`config.mk`:
```
export PLATFORM = sky130hd
export DESIGN_NAME = ray_slab_accum
export DESIGN_NICKNAME = d
export VERILOG_FILES = /design/src/rtl/ray_slab_accum.sv
export SDC_FILE = /design/constraint.sdc
export NUM_CORES = 1
export LEC_CHECK = 0
export ABC_AREA = 1
export ABC_CLOCK_PERIOD_IN_PS = 13390
export BUFFER_PORTS_ARGS = -buffer_cell sky130_fd_sc_hd__buf_4
export CAP_MARGIN = 20
export CORE_UTILIZATION = 55
export CTS_CLUSTER_DIAMETER = 40
export CTS_CLUSTER_SIZE = 25
export DETAILED_ROUTE_END_ITERATION = 7
export GPL_TIMING_DRIVEN = 0
export PLACE_DENSITY_LB_ADDON = 0.08
export SLEW_MARGIN = 30
export SYNTH_ARGS = -nofsm -noshare
export SYNTH_HDL_FRONTEND = slang
export SYNTH_SLANG_ARGS = --single-unit
```
`constraint.sdc`:
```
create_clock -name clk -period 13.39 [get_ports clk]
set_input_delay 2.0085 -clock clk [delete_from_list [all_inputs] [get_ports clk]]
set_output_delay 2.0085 -clock clk [all_outputs]
set_load 0.02 [all_outputs]
```
`src/rtl/ray_slab_accum.sv`:
```
// Ray-AABB slab accumulator: folds NAXIS (t_near, t_far) beats per ray into
// t_entry = max(t_near), t_exit = min(t_far), then issues a registered hit verdict.
module ray_slab_accum #(
  parameter int WE    = 11,
  parameter int WF    = 18,
  parameter int NAXIS = 3,
  localparam int W    = WE + WF + 3
) (
  input  logic         clk,
  input  logic         rst,
  input  logic         in_valid,
  output logic         in_ready,
  input  logic [W-1:0] t_near,
  input  logic [W-1:0] t_far,
  output logic         out_valid,
  input  logic         out_ready,
  output logic         hit,
  output logic         nan_flag,
  output logic [W-1:0] t_entry,
  output logic [W-1:0] t_exit
);

  localparam int CW = (NAXIS > 1) ? $clog2(NAXIS) : 1;

  typedef enum logic [1:0] {ACC, RES, OUT} state_t;

  state_t        state;
  logic [CW-1:0] cnt;
  logic [W-1:0]  acc_near;
  logic [W-1:0]  acc_far;
  logic          nan_seen;

  // Maps a non-NaN float onto a signed integer whose natural order matches the
  // float order: zero < normal < inf in magnitude, sign negates, so +0 == -0.
  function automatic logic signed [W-1:0] fkey(input logic [W-1:0] x);
    logic [W-2:0]        mag;
    logic signed [W-1:0] pos;
    mag = '0;
    case (x[W-1:W-2])
      2'b01:   mag = {2'b01, x[W-4:0]};
      2'b10:   mag = {2'b10, {(W-3){1'b0}}};
      default: mag = '0;
    endcase
    pos = $signed({1'b0, mag});
    fkey = x[W-3] ? -pos : pos;
  endfunction

  function automatic logic is_nan(input logic [W-1:0] x);
    is_nan = (x[W-1:W-2] == 2'b11);
  endfunction

  logic signed [W-1:0] k_acc_near, k_acc_far, k_tn, k_tf;
  logic [W-1:0]        near_nxt, far_nxt;
  logic                nan_nxt;
  logic                first_beat, last_beat, accept;
  logic                hit_nxt;

  assign k_acc_near = fkey(acc_near);
  assign k_acc_far  = fkey(acc_far);
  assign k_tn       = fkey(t_near);
  assign k_tf       = fkey(t_far);

  assign accept     = in_valid && in_ready;
  assign first_beat = (cnt == '0);
  assign last_beat  = (cnt == CW'(NAXIS - 1));

  always_comb begin
    near_nxt = acc_near;
    far_nxt  = acc_far;
    nan_nxt  = is_nan(t_near) || is_nan(t_far);
    if (first_beat) begin
      near_nxt = t_near;
      far_nxt  = t_far;
    end else begin
      if (k_tn > k_acc_near) near_nxt = t_near;
      if (k_tf < k_acc_far)  far_nxt  = t_far;
      nan_nxt = nan_nxt || nan_seen;
    end
  end

  assign hit_nxt = !nan_seen && (k_acc_near <= k_acc_far) && (k_acc_far >= 0);

  always_ff @(posedge clk or posedge rst) begin
    if (rst) begin
      state     <= ACC;
      cnt       <= '0;
      in_ready  <= 1'b1;
      out_valid <= 1'b0;
      hit       <= 1'b0;
      nan_flag  <= 1'b0;
      t_entry   <= '0;
      t_exit    <= '0;
      acc_near  <= '0;
      acc_far   <= '0;
      nan_seen  <= 1'b0;
    end else begin
      case (state)
        ACC: begin
          if (accept) begin
            acc_near <= near_nxt;
            acc_far  <= far_nxt;
            nan_seen <= nan_nxt;
            if (last_beat) begin
              cnt      <= '0;
              in_ready <= 1'b0;
              state    <= RES;
            end else begin
              cnt <= cnt + 1'b1;
            end
          end
        end
        RES: begin
          hit       <= hit_nxt;
          t_entry   <= acc_near;
          t_exit    <= acc_far;
          nan_flag  <= nan_seen;
          out_valid <= 1'b1;
          state     <= OUT;
        end
        OUT: begin
          if (out_valid && out_ready) begin
            out_valid <= 1'b0;
            in_ready  <= 1'b1;
            state     <= ACC;
          end
        end
        default: begin
          state     <= ACC;
          cnt       <= '0;
          in_ready  <= 1'b1;
          out_valid <= 1'b0;
        end
      endcase
    end
  end

endmodule

```
# After elaboration in Yosys (flattened, before gate mapping)

Index checks and enable logic that the tools add are counted.

Register bits: 137
Bits in latches: 0
RAM bits: 0
ROM bits: 0
Bits of input ports: 68
Logic and storage cells: 84
Memories kept: 0

Add/subtract/negate cells: 5
Multipliers: 0
Div/mod/pow operators: 0
Order comparisons: 4
Equal/unequal tests: 16
Shift-type cells: 0
Muxes and demuxes: 26
Bitwise operators: 3
Reduce and logical (&&, ||, !) cells: 19

Operator list:

| operator                                              | count |
|---|---|
| two-way mux 32 bit                                    | 8 |
| one-hot mux 31 bit (2 select lines)                   | 4 |
| negator 31 -> 32 bit                                  | 4 |
| >= comparator 32 x 1 -> 1 bit (second input constant) | 1 |
| > comparator 32 bit                                   | 1 |
| less-or-equal comparator 32 bit                       | 1 |
| less-than comparator 32 bit                           | 1 |
| == test 2 bit (second input constant)                 | 8 |
| == test 2 x 1 -> 1 bit (second input constant)        | 5 |
| two-way mux 2 bit                                     | 5 |
| AND reduction 3 bit                                   | 3 |
| inequality test 2 bit (second input constant)         | 3 |
| one-hot mux 1 bit (3 select lines)                    | 2 |
| one-hot mux 2 bit (3 select lines)                    | 1 |
| AND reduction 2 bit                                   | 3 |
| two-way mux 1 bit                                     | 5 |
| logical AND 1 bit                                     | 4 |
| zero test 2 bit                                       | 2 |
| one-hot mux 2 bit (2 select lines)                    | 1 |
| AND reduction 4 bit                                   | 1 |
| nonzero test 2 bit                                    | 2 |
| NOT 1 bit                                             | 3 |
| adder 2 x 1 -> 2 bit (second input constant)          | 1 |
| logical OR 1 bit                                      | 2 |
| other kinds (2)                                       | 2 |

# Depth between registers and ports, before layout

Depth in word-level cells: 7
Depth in mapped cells: 35
Depth with buffers taken out: 34

# Worst setup path before layout

OpenSTA, ideal clock, no wires.

Path type: input port to flip-flop
Start: input port t_far[30]
End: register acc_far[30]
Library setup time: 133 ps
Arrival: 5748 ps
Data required time: 13257 ps
Slack: 7509 ps
Stages: 34
Path buffers: 1
Path through: inv_1 -> ha_1 -> inv_1 -> nand2_1 -> inv_2 -> nand2_1 -> ha_1 -> nand3_1 -> nor2_1 -> nand3_1 -> nor2_1 -> nand2_1 -> nor2_1 -> nand4_1 -> nor2_1 -> nand3_1 -> nor2_1 -> nand2_1 -> nor2_1 -> nand3_1 -> nand2_1 -> xnor2_1 -> ha_1 -> nand2_1 -> inv_1 -> nand3_1 -> nor3_1 -> a221oi_1 -> nand2_1 -> a21oi_1 -> o21ai_1 -> nand2_1 -> clkbuf_1 -> o21ai_0

Cells in the longest elaborated chain, start to end: 7
Elaborated cells on any way between the ends: 10

Ends and longest elaborated chain:

| element                                                        | line | text |
|---|---|---|
| start: declaration                                             | 14   | `input logic [W-1:0] t_far,` |
| == test 2 bit / == test 2 x 1 -> 1 bit (equally long branches) | 39   | `case (x[W-1:W-2])` |
| one-hot mux 31 bit (2 select lines)                            | 39   |  |
| negator 31 -> 32 bit                                           | 45   | `fkey = x[W-3] ? -pos : pos;` |
| two-way mux 32 bit                                             | 45   |  |
| less-than comparator 32 bit                                    | 76   | `if (k_tf < k_acc_far) far_nxt = t_far;` |
| nonzero test 2 bit (no line)                                   | n/a  |  |
| AND reduction 3 bit (no line)                                  | n/a  |  |
| end signal: assignment                                         | 101  | `acc_far <= far_nxt;` |
| end: declaration                                               | 30   | `logic [W-1:0] acc_far;` |

Parallel ways exist; a longest one is shown, timed or not. The select of a mux whose other input is x is not followed.
A chain may end at the register's enable or synchronous reset.

# Worst setup path after layout

Start: input port t_far[30]
End: register acc_far[24]

Cells in the longest elaborated chain, start to end: 7
Elaborated cells on any way between the ends: 8

Ends and longest elaborated chain:

| element                                                        | line |
|---|---|
| == test 2 bit / == test 2 x 1 -> 1 bit (equally long branches) | 39 |
| one-hot mux 31 bit (2 select lines) (*)                        | 39 |
| negator 31 -> 32 bit                                           | 45 |
| two-way mux 32 bit (*)                                         | 45 |
| less-than comparator 32 bit (*)                                | 76 |
| nonzero test 2 bit (no line) (*)                               | n/a |
| AND reduction 3 bit (no line) (*)                              | n/a |

Every way passes the cells marked *; elsewhere a longest branch is shown, timed or not.

==> impl_metrics.py <==
metrics = {
    "routing": {
        "vias": 11315,
        "drt-pass1-iter-count": 5,
        "drt-total-wl_mm": 33.16,
        "drtIter0Drc": 738,
        "via_per_inst": 5.435,
        "drc": 0,
        "postRouteAntennaNets": 0,
        "wl_per_cell_um": 15.93,
    },
    "clocking": {
        "cts-resized-gates": 0,
        "insertion_delay_ps": 430,
        "clock_path_buffers": 2,
        "cts_tree": "done",
        "numCtsBuffers": 17,
        "cts.sink_count": 137,
        "post_cts_buffers": 0,
        "clkSlewWorstSetupHoldPaths_ps": 70,
        "htree_num_levels": 4,
        "cts_hold_buf": 0,
        "cts_root_buffer": "clkbuf_16",
    },
    "die": {
        "die_w_um": 146.0,
        "num_rows": 52,
        "initial_core_util_pct": 56.19,
        "core-area_um2": 20300,
        "pin_count": 136,
        "fp.dieArea_um2": 21320,
        "die_h_um": 146.0,
    },
    "timing": {
        "finalCritPeriodShare_pct": 52.66,
        "rsz0062_at_grt": "false",
        "slew_headroom_pct": 34.49,
        "max_freq_ghz": 0.1418,
        "tns_ps": 0,
        "setup_ws_ps": 6339,
        "holdWs_ps": 472.6,
        "final.setup_skew_ps": 8.355,
        "slew_viol_final": 0,
        "worst_pin_slew_ps": 982.6,
        "hold_viol": 0,
        "setup_viol": 0,
        "fin_crit_ps": 7051,
    },
    "global_route": {
        "antenna_found_initial": 0,
        "grt_pass1_wl_mm": 54.39,
        "grt_use_total_pct": 32.17,
        "grt_max_degree": 77,
        "grt_pass1_vias": 11052,
        "overflow": 0,
    },
    "logic_synthesis": {
        "async_reset_ff_share_pct": 100.0,
        "ys_seq_area_share_pct": 30.06,
        "yosys.area.top_type": "dfrtp_1",
        "synth-edff-count": 0,
        "synth_nets": 1826,
        "synth_cell_types": 48,
        "synth_most_common_cell": "nand2_1",
        "synth_ff_type": "dfrtp_1",
        "ys_ff_latch": 137,
        "synthTopCellsByArea": "dfrtp_1 (30%), nand2_1 (17%), ha_1 (12%)",
        "avgSynthCellArea_um2": 6.930,
        "syn-cell-area_um2": 11410,
        "synthTopCellsByCount": "nand2_1 (510), inv_1 (169), dfrtp_1 (136)",
        "yosys_warnings": 0,
        "yosysTopAreaCellShare_pct": 29.83,
        "synth_cells": 1646,
    },
    "setup_path": {
        "slowest_stage": "o21ai_1",
        "worstSetupPathType": "input port to register",
        "cp_max_fo": 10,
        "cpPeakStageDelay_ps": 410,
        "endpoint_kind": "register",
        "cp_common_cell": "nand2_1",
        "required_ps": 13690,
        "crit_arrival_ps": 7350,
        "start_kind": "input port",
    },
    "placed_design": {
        "gp_congestion": 0.9541,
        "dpl.hpwl_mm": 26.72,
        "port_buffers": 134,
        "place_ws_ps": 6105,
    },
    "finish": {
        "fillers": 1947,
        "synthToLayoutAreaGrowth_pct": 16.69,
        "num_antenna_cells": 0,
        "utilization_pct": 65.58,
        "num-nets-final": 1980,
        "drive_above_1_share_pct": 11.70,
    },
    "hold_path": {
        "hp-class": "register to register",
    },
    "power_and_ir_drop": {
        "peakVddDrop_v": 0.0001392,
        "pwr_density_cell_nw_per_um2": 293.6,
        "leakage_uw": 0.007112,
    },
    "run_status": {
        "outcome": "finished, final reports clean",
    },
    "job": {
        "drv_cap": 0,
    },
}
-- path summary, 6_finish.rpt --
| path | from | end | slack (ps) | cells past startpoint |
|---|---|---|---|---|
| setup / recovery | t_far[30] | acc_far[24] | 6340 | 35 |
| hold / removal | t_entry[7] | t_entry[7] | 470 | 2 |
| setup reg to reg | acc_far[30] | acc_far[24] | 7760 | 31 |
| hold reg to reg | t_entry[7] | t_entry[7] | 470 | 2 |
| max in group asynchronous | rst | acc_far[30] | 11060 | 3 |
| min in group asynchronous | rst | t_entry[8] | 1590 | 2 |
-- through the flow --
stage	cell area, um2	cells	total power [uW]
final	13310	2082	3908
after floorplan	11410	1646	2683
after detailed placement	12790	2051	3434
after global routing	13310	2082	4330
after CTS	13310	2082	3897
after global placement	12750	2050	3354
-- worst max-delay path: cells and delay by family --
family          cells  cell delay (ps)
simple gates       22             2990
compound gates      3              770
xor+xnor            1              140
fa+ha+maj           3              720
buf+inv             6              730
-- state kept, by name, indices dropped and copies added (netlist names) --
register,count
cnt,2
out_valid,1
in_ready,1
acc_far,32
t_entry,32
state,2
t_exit,32
nan_flag,1
hit,1
acc_near,32
nan_seen,1
-- routing by layer --
layer | up-vias | track usage [%] | part of all wire (%)
li1 | 5614 | - | -
met4 | 0 | 11.15 | 2.9
met5 | - | 0 | 0
met3 | 69 | 4.375 | 5.6
met2 | 365 | 53.47 | 46
met1 | 5267 | 43.09 | 45
-- power breakdown --
group          switching (uW)  total, uW  leakage, uW  internal [uW]
Sequential                134        740      0.00172            605
Combinational            1730       2720      0.00514            995
Clock                     208        446     0.000245            237
Total                    2070       3910      0.00711           1840
-- cell usage in the layout, fill, tap and decap left out, drive strengths merged, types with 3 or more instances in the layout --
master / count
a211oi: 5
a21o: 3
a21oi: 50
a31oi: 4
buf: 158
clkbuf: 58
clkinv: 6
clkinvlp: 5
dfrtp: 136
ha: 112
inv: 177
nand2: 512
nand3: 140
nand4: 19
nor2: 136
nor3: 36
o211ai: 4
o21ai: 114
o21bai: 3
o31ai: 4
xnor2: 25
xor2: 84
-- cell families after synthesis --
logic type / count (synthesis) / synth area share (%)
buffers and inverters: 238 / 8.424
and+or+nand+nor: 855 / 31.57
adders and majority gates: 112 / 12.28
DFF: 137 / 30.06
AOI/OAI and AO/OA: 195 / 9.290
xor gates and xnor gates: 109 / 8.369
-- cell type report --
class / instances / area, um2 / share of cell area [%]
multi-input cells: 1271 / 7017 / 52.71
flip-flops and latches: 137 / 3430 / 25.76
repair buffers: 135 / 1033 / 7.764
inverters: 175 / 664.4 / 4.991
clock buffers: 18 / 429.2 / 3.224
well taps: 270 / 337.8 / 2.538
plain buffers: 63 / 304.0 / 2.284
clock inverters: 13 / 96.34 / 0.7238
Note: power is estimated with default switching activity, not from simulation.
